==> src/rtl/risc8_pkg.sv <==
// Shared risc8 definitions: writeback FSM encoding, requester indices and
// the request record passed from each requester into the write-port mux.
package risc8_pkg;

    localparam int RF_NWORDS = 16;

    localparam int NREQ    = 3;
    localparam int REQ_LD  = 0;
    localparam int REQ_ALU = 1;
    localparam int REQ_PTR = 2;

    typedef enum logic {
        WB_CLEAR = 1'b0,
        WB_RUN   = 1'b1
    } wb_state_t;

    typedef struct packed {
        logic        word;
        logic [5:0]  d;
        logic [15:0] data;
    } wb_req_t;

endpackage

==> src/rtl/risc8_wb_prio.sv <==
// Combinational 3-way picker: ld > alu > ptr, with a starvation override that
// lets a pending ptr request jump the queue. Always grants exactly one lane.
module risc8_wb_prio
    import risc8_pkg::*;
(
    input  logic [NREQ-1:0] valid,
    input  logic            force_ptr,
    output logic [NREQ-1:0] grant
);

    always_comb begin
        grant = '0;
        if (force_ptr && valid[REQ_PTR])
            grant[REQ_PTR] = 1'b1;
        else if (valid[REQ_LD])
            grant[REQ_LD] = 1'b1;
        else if (valid[REQ_ALU])
            grant[REQ_ALU] = 1'b1;
        else if (valid[REQ_PTR])
            grant[REQ_PTR] = 1'b1;
        else
            // idle default parks the grant on ld so a load lands with no wait
            grant[REQ_LD] = 1'b1;
    end

endmodule

==> src/rtl/risc8_regs_wb.sv <==
// Writeback scheduler for the risc8 register file write port.
// Define RISC8_RF_CLEAR_EN to zero the register file after every reset.
module risc8_regs_wb
    import risc8_pkg::*;
#(
    parameter int STARVE_MAX = 3,
    parameter int NWORDS     = RF_NWORDS
) (
    input  logic        clk,
    input  logic        reset,
    input  logic        alu_valid,
    output logic        alu_ready,
    input  logic        alu_word,
    input  logic [5:0]  alu_d,
    input  logic [15:0] alu_data,
    input  logic        ld_valid,
    output logic        ld_ready,
    input  logic [5:0]  ld_d,
    input  logic [7:0]  ld_data,
    input  logic        ptr_valid,
    output logic        ptr_ready,
    input  logic [5:0]  ptr_d,
    input  logic [15:0] ptr_data,
    output logic        write,
    output logic        write_word,
    output logic [5:0]  d,
    output logic [15:0] Rd,
    output logic        busy,
    output logic        misalign_err
);

    localparam int SW = (STARVE_MAX < 1) ? 1 : $clog2(STARVE_MAX + 1);
    localparam logic [SW-1:0] STARVE_LIM = SW'(STARVE_MAX);

    logic [SW-1:0]   starve;
    logic            run;
    logic [NREQ-1:0] valid, grant, ready;
    logic            xfer;
    wb_req_t         req [NREQ];
    wb_req_t         win;

`ifdef RISC8_RF_CLEAR_EN
    localparam logic [4:0] CNT_LAST = 5'(NWORDS - 1);
    wb_state_t  state;
    logic [4:0] cnt;
    assign run  = (state == WB_RUN);
    assign busy = (state == WB_CLEAR);
`else
    assign run  = 1'b1;
    assign busy = 1'b0;
`endif

    always_comb begin
        valid          = '0;
        valid[REQ_LD]  = ld_valid;
        valid[REQ_ALU] = alu_valid;
        valid[REQ_PTR] = ptr_valid;

        req[REQ_LD]  = '{word: 1'b0, d: ld_d, data: {8'h00, ld_data}};
        req[REQ_ALU] = '{word: alu_word, d: alu_d,
                         data: alu_word ? alu_data : {8'h00, alu_data[7:0]}};
        req[REQ_PTR] = '{word: 1'b1, d: ptr_d, data: ptr_data};
    end

    risc8_wb_prio u_prio (
        .valid     (valid),
        .force_ptr (starve >= STARVE_LIM),
        .grant     (grant)
    );

    // readies are held low while in reset and while the clear walk owns the port
    assign ready     = (reset && run) ? grant : '0;
    assign ld_ready  = ready[REQ_LD];
    assign alu_ready = ready[REQ_ALU];
    assign ptr_ready = ready[REQ_PTR];
    assign xfer      = |(valid & ready);

    always_comb begin
        win = '0;
        for (int i = 0; i < NREQ; i++)
            if (grant[i]) win = req[i];
    end

    always_ff @(posedge clk) begin
        if (!reset) begin
            write        <= 1'b0;
            write_word   <= 1'b0;
            d            <= '0;
            Rd           <= '0;
            misalign_err <= 1'b0;
            starve       <= '0;
`ifdef RISC8_RF_CLEAR_EN
            state        <= WB_CLEAR;
            cnt          <= '0;
`endif
        end else begin
`ifdef RISC8_RF_CLEAR_EN
            if (state == WB_CLEAR) begin
                write      <= 1'b1;
                write_word <= 1'b1;
                d          <= {cnt, 1'b0};
                Rd         <= '0;
                if (cnt == CNT_LAST)
                    state <= WB_RUN;
                else
                    cnt <= cnt + 5'd1;
            end else
`endif
            begin
                write <= xfer;
                if (xfer) begin
                    write_word <= win.word;
                    d          <= win.word ? {win.d[5:1], 1'b0} : win.d;
                    Rd         <= win.data;
                    if (win.word && win.d[0])
                        misalign_err <= 1'b1;
                end
                if (!ptr_valid || ptr_ready)
                    starve <= '0;
                else if (starve < STARVE_LIM)
                    starve <= starve + 1'b1;
            end
        end
    end

endmodule

==> config.mk <==
export PLATFORM = sky130hd
export DESIGN_NAME = risc8_regs_wb
export DESIGN_NICKNAME = d
export VERILOG_FILES = /design/src/rtl/risc8_pkg.sv /design/src/rtl/risc8_wb_prio.sv /design/src/rtl/risc8_regs_wb.sv
export SDC_FILE = /design/constraint.sdc
export NUM_CORES = 1
export LEC_CHECK = 0
export ABC_CLOCK_PERIOD_IN_PS = 2000
export BUFFER_PORTS_ARGS = -buffer_cell sky130_fd_sc_hd__buf_2
export CORE_MARGIN = 1.5
export CORE_UTILIZATION = 42
export CTS_CLUSTER_SIZE = 10
export DETAILED_ROUTE_END_ITERATION = 6
export PLACE_DENSITY = 0.79
export SLEW_MARGIN = 20
export SYNTH_ARGS = -nofsm -noshare
export SYNTH_HDL_FRONTEND = slang
export SYNTH_SLANG_ARGS = --single-unit
==> constraint.sdc <==
create_clock -name clk -period 2 [get_ports clk]
set_input_delay 0.2 -clock clk [delete_from_list [all_inputs] [get_ports clk]]
set_output_delay 0.2 -clock clk [all_outputs]
set_load 0.005 [all_outputs]
Yosys cells after proc, flatten, opt, wreduce, memory -nomap -nowiden
Index checks and enable logic that the tools add are counted.
Word-level totals
  flip-flop bits (word level): 27
  bits in latches: 0
  memory bits (writable): 0
  ROM bits: 0
  bits of input ports: 64
  output and inout port bits: 29
  word-level logic and storage cells: 33
  memories kept: 0
Cells by class
  add/subtract/negate cells: 1
  $mul: 0
  div/mod/pow operators: 0
  order comparisons: 2
  eq/ne operators: 0
  shifts and indexed selects: 0
  muxes and demuxes: 15
  bitwise gates (word level): 2
  reduce and logical (&&, ||, !) cells: 7
Operator list (count)
  2-to-1 mux 23 bit: 2
  2-to-1 mux 22 bit: 1
  2-to-1 mux 16 bit: 1
  2-to-1 mux 1 bit: 8
  2-to-1 mux 2 bit: 2
  bitwise AND 3 bit: 1
  2-to-1 mux 3 bit: 1
  OR reduction 3 bit: 1
  adder 2 x 1 -> 2 bit, second input constant: 1
  greater-or-equal comparator 2 bit, second input constant: 1
  logical AND 1 bit: 2
  < comparator 2 bit, second input constant: 1
  AND reduction 2 bit: 1
  OR reduction 2 bit: 1
  logical NOT 1 bit: 1
  logical OR 1 bit: 1
  inverter 1 bit: 1

Logic depth before layout (Yosys ltp)
  depth after elaboration: 9
  gate-level depth with buffers: 7
  mapped depth without buffers: 5

By module
Synthesis repeated with hierarchy kept, for this count alone.
Unflattened totals
  cells, all modules: 170
  area total of the unflattened synthesis: 1465.2 µm²
Modules (own cells, without submodules)
  risc8_regs_wb: times used 1, cells an instance 164, area an instance 1422.6 µm², seq. area each 540.5 µm²
  risc8_wb_prio: times used 1, cells an instance 6, area an instance 42.5 µm², seq. area each 0.0 µm²

Worst setup path after synthesis
No wires, ideal clock.
  path type: register -> register
  start point: reg starve[0]
  end point: reg Rd[6]
  setup time: 0.119 ns
  arrival: 1.299 ns
  required time: 1.881 ns
  setup slack: 0.581 ns
  stages on the path, launching flop included: 7
  path buffers: 1
  period minus slack after synthesis: 1.419 ns
  cells stage by stage: dfxtp_1 -> ha_1 -> o21bai_4 -> nand2_2 -> clkbuf_1 -> and3_1 -> o31ai_2
On the way
  longest elaborated chain between the ends: 6
  elaborated cells between the ends (all ways): 10
  classes of those cells: order compare (1); mux (6); bitwise (1); reduce/logical (2)
Ends and longest elaborated chain
  start: declaration: line risc8_regs_wb.sv:35  | logic [SW-1:0] starve;
  start signal: assignment: line risc8_regs_wb.sv:121  | starve <= starve + 1'b1;
  greater-or-equal comparator 2 bit (*): line risc8_regs_wb.sv:67  | .force_ptr (starve >= STARVE_LIM),
  logical AND 1 bit (*): line risc8_wb_prio.sv:13  | if (force_ptr && valid[REQ_PTR])
  2-to-1 mux 2 bit / 2-to-1 mux 1 bit (equally long branches): line risc8_wb_prio.sv:13
  2-to-1 mux 3 bit / 2-to-1 mux 22 bit (equally long branches): line risc8_regs_wb.sv:72, risc8_regs_wb.sv:81
  bitwise AND 3 bit / 2-to-1 mux 23 bit (equally long branches): line risc8_regs_wb.sv:76, risc8_regs_wb.sv:81
  OR reduction 3 bit / 2-to-1 mux 23 bit (equally long branches): line risc8_regs_wb.sv:76, risc8_regs_wb.sv:81
  end signal: assignment: line risc8_regs_wb.sv:114  | Rd <= win.data;
  end: declaration: line risc8_regs_wb.sv:27  | output logic [15:0] Rd,
Every way passes the cells marked *; elsewhere a longest branch is shown, timed or not.
A chain may end at the register's enable or synchronous reset.

Worst setup path in the final report
  start point: reg starve[0]
  end point: reg misalign_err
On the way
  longest elaborated chain between the ends: 8
  elaborated cells between the ends (all ways): 12
  classes of those cells: order compare (1); mux (6); bitwise (1); reduce/logical (4)
Ends and longest elaborated chain
  greater-or-equal comparator 2 bit (*): line risc8_regs_wb.sv:67
  logical AND 1 bit (*): line risc8_wb_prio.sv:13
  2-to-1 mux 2 bit: line risc8_wb_prio.sv:13
  2-to-1 mux 22 bit: line risc8_regs_wb.sv:81  | if (grant[i]) win = req[i];
  2-to-1 mux 23 bit (2 in a row): line risc8_regs_wb.sv:81
  logical AND 1 bit: line risc8_regs_wb.sv:115  | if (win.word && win.d[0])
  AND reduction 2 bit (no line) (*)
  end signal: assignment: line risc8_regs_wb.sv:90  | misalign_err <= 1'b0;
  end signal: assignment: line risc8_regs_wb.sv:116  | misalign_err <= 1'b1;
  end: declaration: line risc8_regs_wb.sv:29  | output logic misalign_err
Marked as above.

==> results.txt <==
hold_sp -> alu_data[8]
Clock Path Buffers -> 2
FF+latch count, synth -> 27
Tmin final -> 1.63 ns
Slew Viols, Final -> 0
Synth Cell Area -> 0.00146 sq mm
placer congestion estimate -> 0.803
total setup buffers inserted after CTS -> 0
root buffer cell -> clkbuf_4
initial antenna violation count -> 0
DP Wirelength -> 3010 um
slew margin rel. -> 53.1%
Overall Global Routing Usage -> 20.3%
R2R setup slack -> 0.37 ns
die area -> 0.00383 sq mm
final setup fails -> 0
Core Box Area -> 0.00334 sq mm
Unique masters post-synth -> 29
# nets final -> 338
Worst Hold Class -> input port to flop
Crit Path Category -> flop to flop
pin count of the biggest net entering global routing -> 29
Iter 0 DRT Violations -> 85
Antenna Cells -> 0
Reg2Reg Capture Point -> misalign_err
vias in the first global route -> 1366
synth warn -> 0
Clock Skew -> 0.00489 ns
worst reg-to-reg path cell count -> 5
Routed WL per cell -> 12.3 um
f_max -> 612 MHz
met1 Usage GRT -> 26.5%
Overflow after GRT -> 0
Synth area leader -> dfxtp_1
Leak -> 0.980 nW
TritonCTS clock tree -> done
total negative slack -> 0 ns
Post-route DRC -> 0
Max-cap violations -> 0
leading cell type in the layout, fill and taps excluded -> buf_2
clock sink total -> 27
share of cells above drive strength 1 -> 41.2%
final hold slack -> 0.102 ns
DR vias/cell -> 5.10
Routed Antenna Nets -> 0
port bufs -> 91
# IOs -> 93
post-synth top area share -> 37.1%
gr busiest metal -> met2
met3 GRT Util -> 3.31%
Cells after Synth -> 189
Area growth syn-to-layout -> 32.4%
Pre-Repair DR Iteration Count -> 4
top post-synthesis cells by area -> dfxtp_1 (37%), nand2_1 (9.5%), o31ai_2 (7.7%), and3_1 (6.9%), o21ai_0 (5.8%)
Worst Setup End Kind -> flop
CTS H-tree depth -> 1
cts hold-fix bufs -> 0
Req. time, crit path -> 2.23 ns
commonest cells after routing, fill and taps aside -> buf_2 (91), nand2_1 (37), dfxtp_1 (27)
Power Density -> 561 mW/mm^2
Synth Net Count -> 254
Starting Density -> 43.6%
CP Launch Point -> starve[0]
status -> completed
Peak VDD IR -> 312 uV
RR Startpoint -> starve[0]
RSZ-0062 raised after global routing -> false
clk_lat worst skew -> 0.32 ns
final hold violation count -> 0
Mapped Avg Cell Area -> 7.70 sq um
Hold Path End -> Rd[8]
post-CTS sizing -> 0
CTS buffer count -> 3
Worst-Margin Slew -> 0.696 ns
Crit Path Max Fanout -> 28
Fillers -> 350
Hold Path Depth -> 3
DR vias -> 1623
Routed Wire Length -> 3900 um
clk slew on worst S/H paths -> 0.14 ns
Tcrit/Tclk final -> 81.7%
first-pass GRT wire length -> 5920 um
Die Ht -> 61.9 um
CP Launch Type -> flop
# rows -> 21
sequential element share of the synthesized area -> 37.1%
Chip Width -> 61.9 um
GR Layer Usage met2 -> 34.1%
Critical Path AT -> 1.87 ns
-- worst max-delay path, cell delays in order, from the launching register on --
cell and delay (ns):
dfxtp_1 0.34, ha_1 0.23, o21bai_4 0.20, nand2_2 0.36, a21boi_1 0.13, o31a_1 0.29
-- registers in the layout, summed over array words and instances (netlist names) --
name	flops
d	6
misalign_err	1
write_word	1
Rd	16
write	1
starve	2
-- through the flow --
step                power (mW)  worst slack, ns  util, %  instances  instance area, sq um
CTS                       1.09            0.380     57.7        318                  1930
global placement         0.856            0.430     57.0        314                  1900
global route              1.16            0.227     57.7        318                  1930
finish                    1.08            0.366     57.7        318                  1930
floorplan                0.746            0.581        -        189                  1460
detailed placement       0.860            0.384     57.0        314                  1900
-- cell usage after synthesis (all sizes together) --
cell / n
nand2: 39
dfxtp: 27
o21ai: 17
and3: 16
nor2: 15
nand3: 14
o31ai: 14
a21oi: 11
buf: 10
clkbuf: 5
inv: 5
nor3: 3
a21boi: 1
a22oi: 1
and2: 1
conb: 1
ha: 1
mux2: 1
nor2b: 1
nor3b: 1
o21bai: 1
o22ai: 1
o31a: 1
or2b: 1
or3: 1
-- worst max path at each step --
stage | to | slack, ns | depth (start not counted)
after floorplan | Rd[6] | 0.58 | 6
after global placement | misalign_err | 0.43 | 5
after detailed placement | d[0] | 0.38 | 5
after CTS | misalign_err | 0.38 | 5
after global routing | Rd[2] | 0.23 | 5
final | misalign_err | 0.37 | 5
-- logic make-up (layout without fill, tap and decap cells) --
kind of cell	after synthesis	in the layout	synth area share, %
other	1	1	0.258
flip-flops	27	27	37.1
multiplexers	1	1	0.774
AO/OA/AOI/OAI	47	47	23.3
AND/OR/NAND/NOR	92	92	29.8
adder cells (fa/ha/maj)	1	1	0.860
buffers and inverters	20	103	7.82
-- cell type report --
| type | count | area (sq um) | share of cell area [%] |
|---|---|---|---|
| multi-input cells | 142 | 806 | 41.8 |
| flip-flops and latches | 27 | 541 | 28.1 |
| repair buffers | 94 | 478 | 24.8 |
| well taps | 46 | 57.6 | 2.99 |
| clock buffers | 4 | 26.3 | 1.36 |
| inverters | 5 | 18.8 | 0.974 |
-- routing by layer --
layer,share of wire [%],wire length (um),vias up
li1,-,-,819
met1,45,1750,746
met2,48,1890,49
met3,4.8,187,9
met4,1.9,76,0
met5,0,0,-
-- where the power goes --
group,switching [mW],internal [mW],leakage (nW)
clock,0.154,0.0781,0.0150
sequential,0.0168,0.576,0.223
combinational,0.127,0.129,0.742
total,0.298,0.783,0.980
No activity file was read; power rests on OpenSTA's default activity.
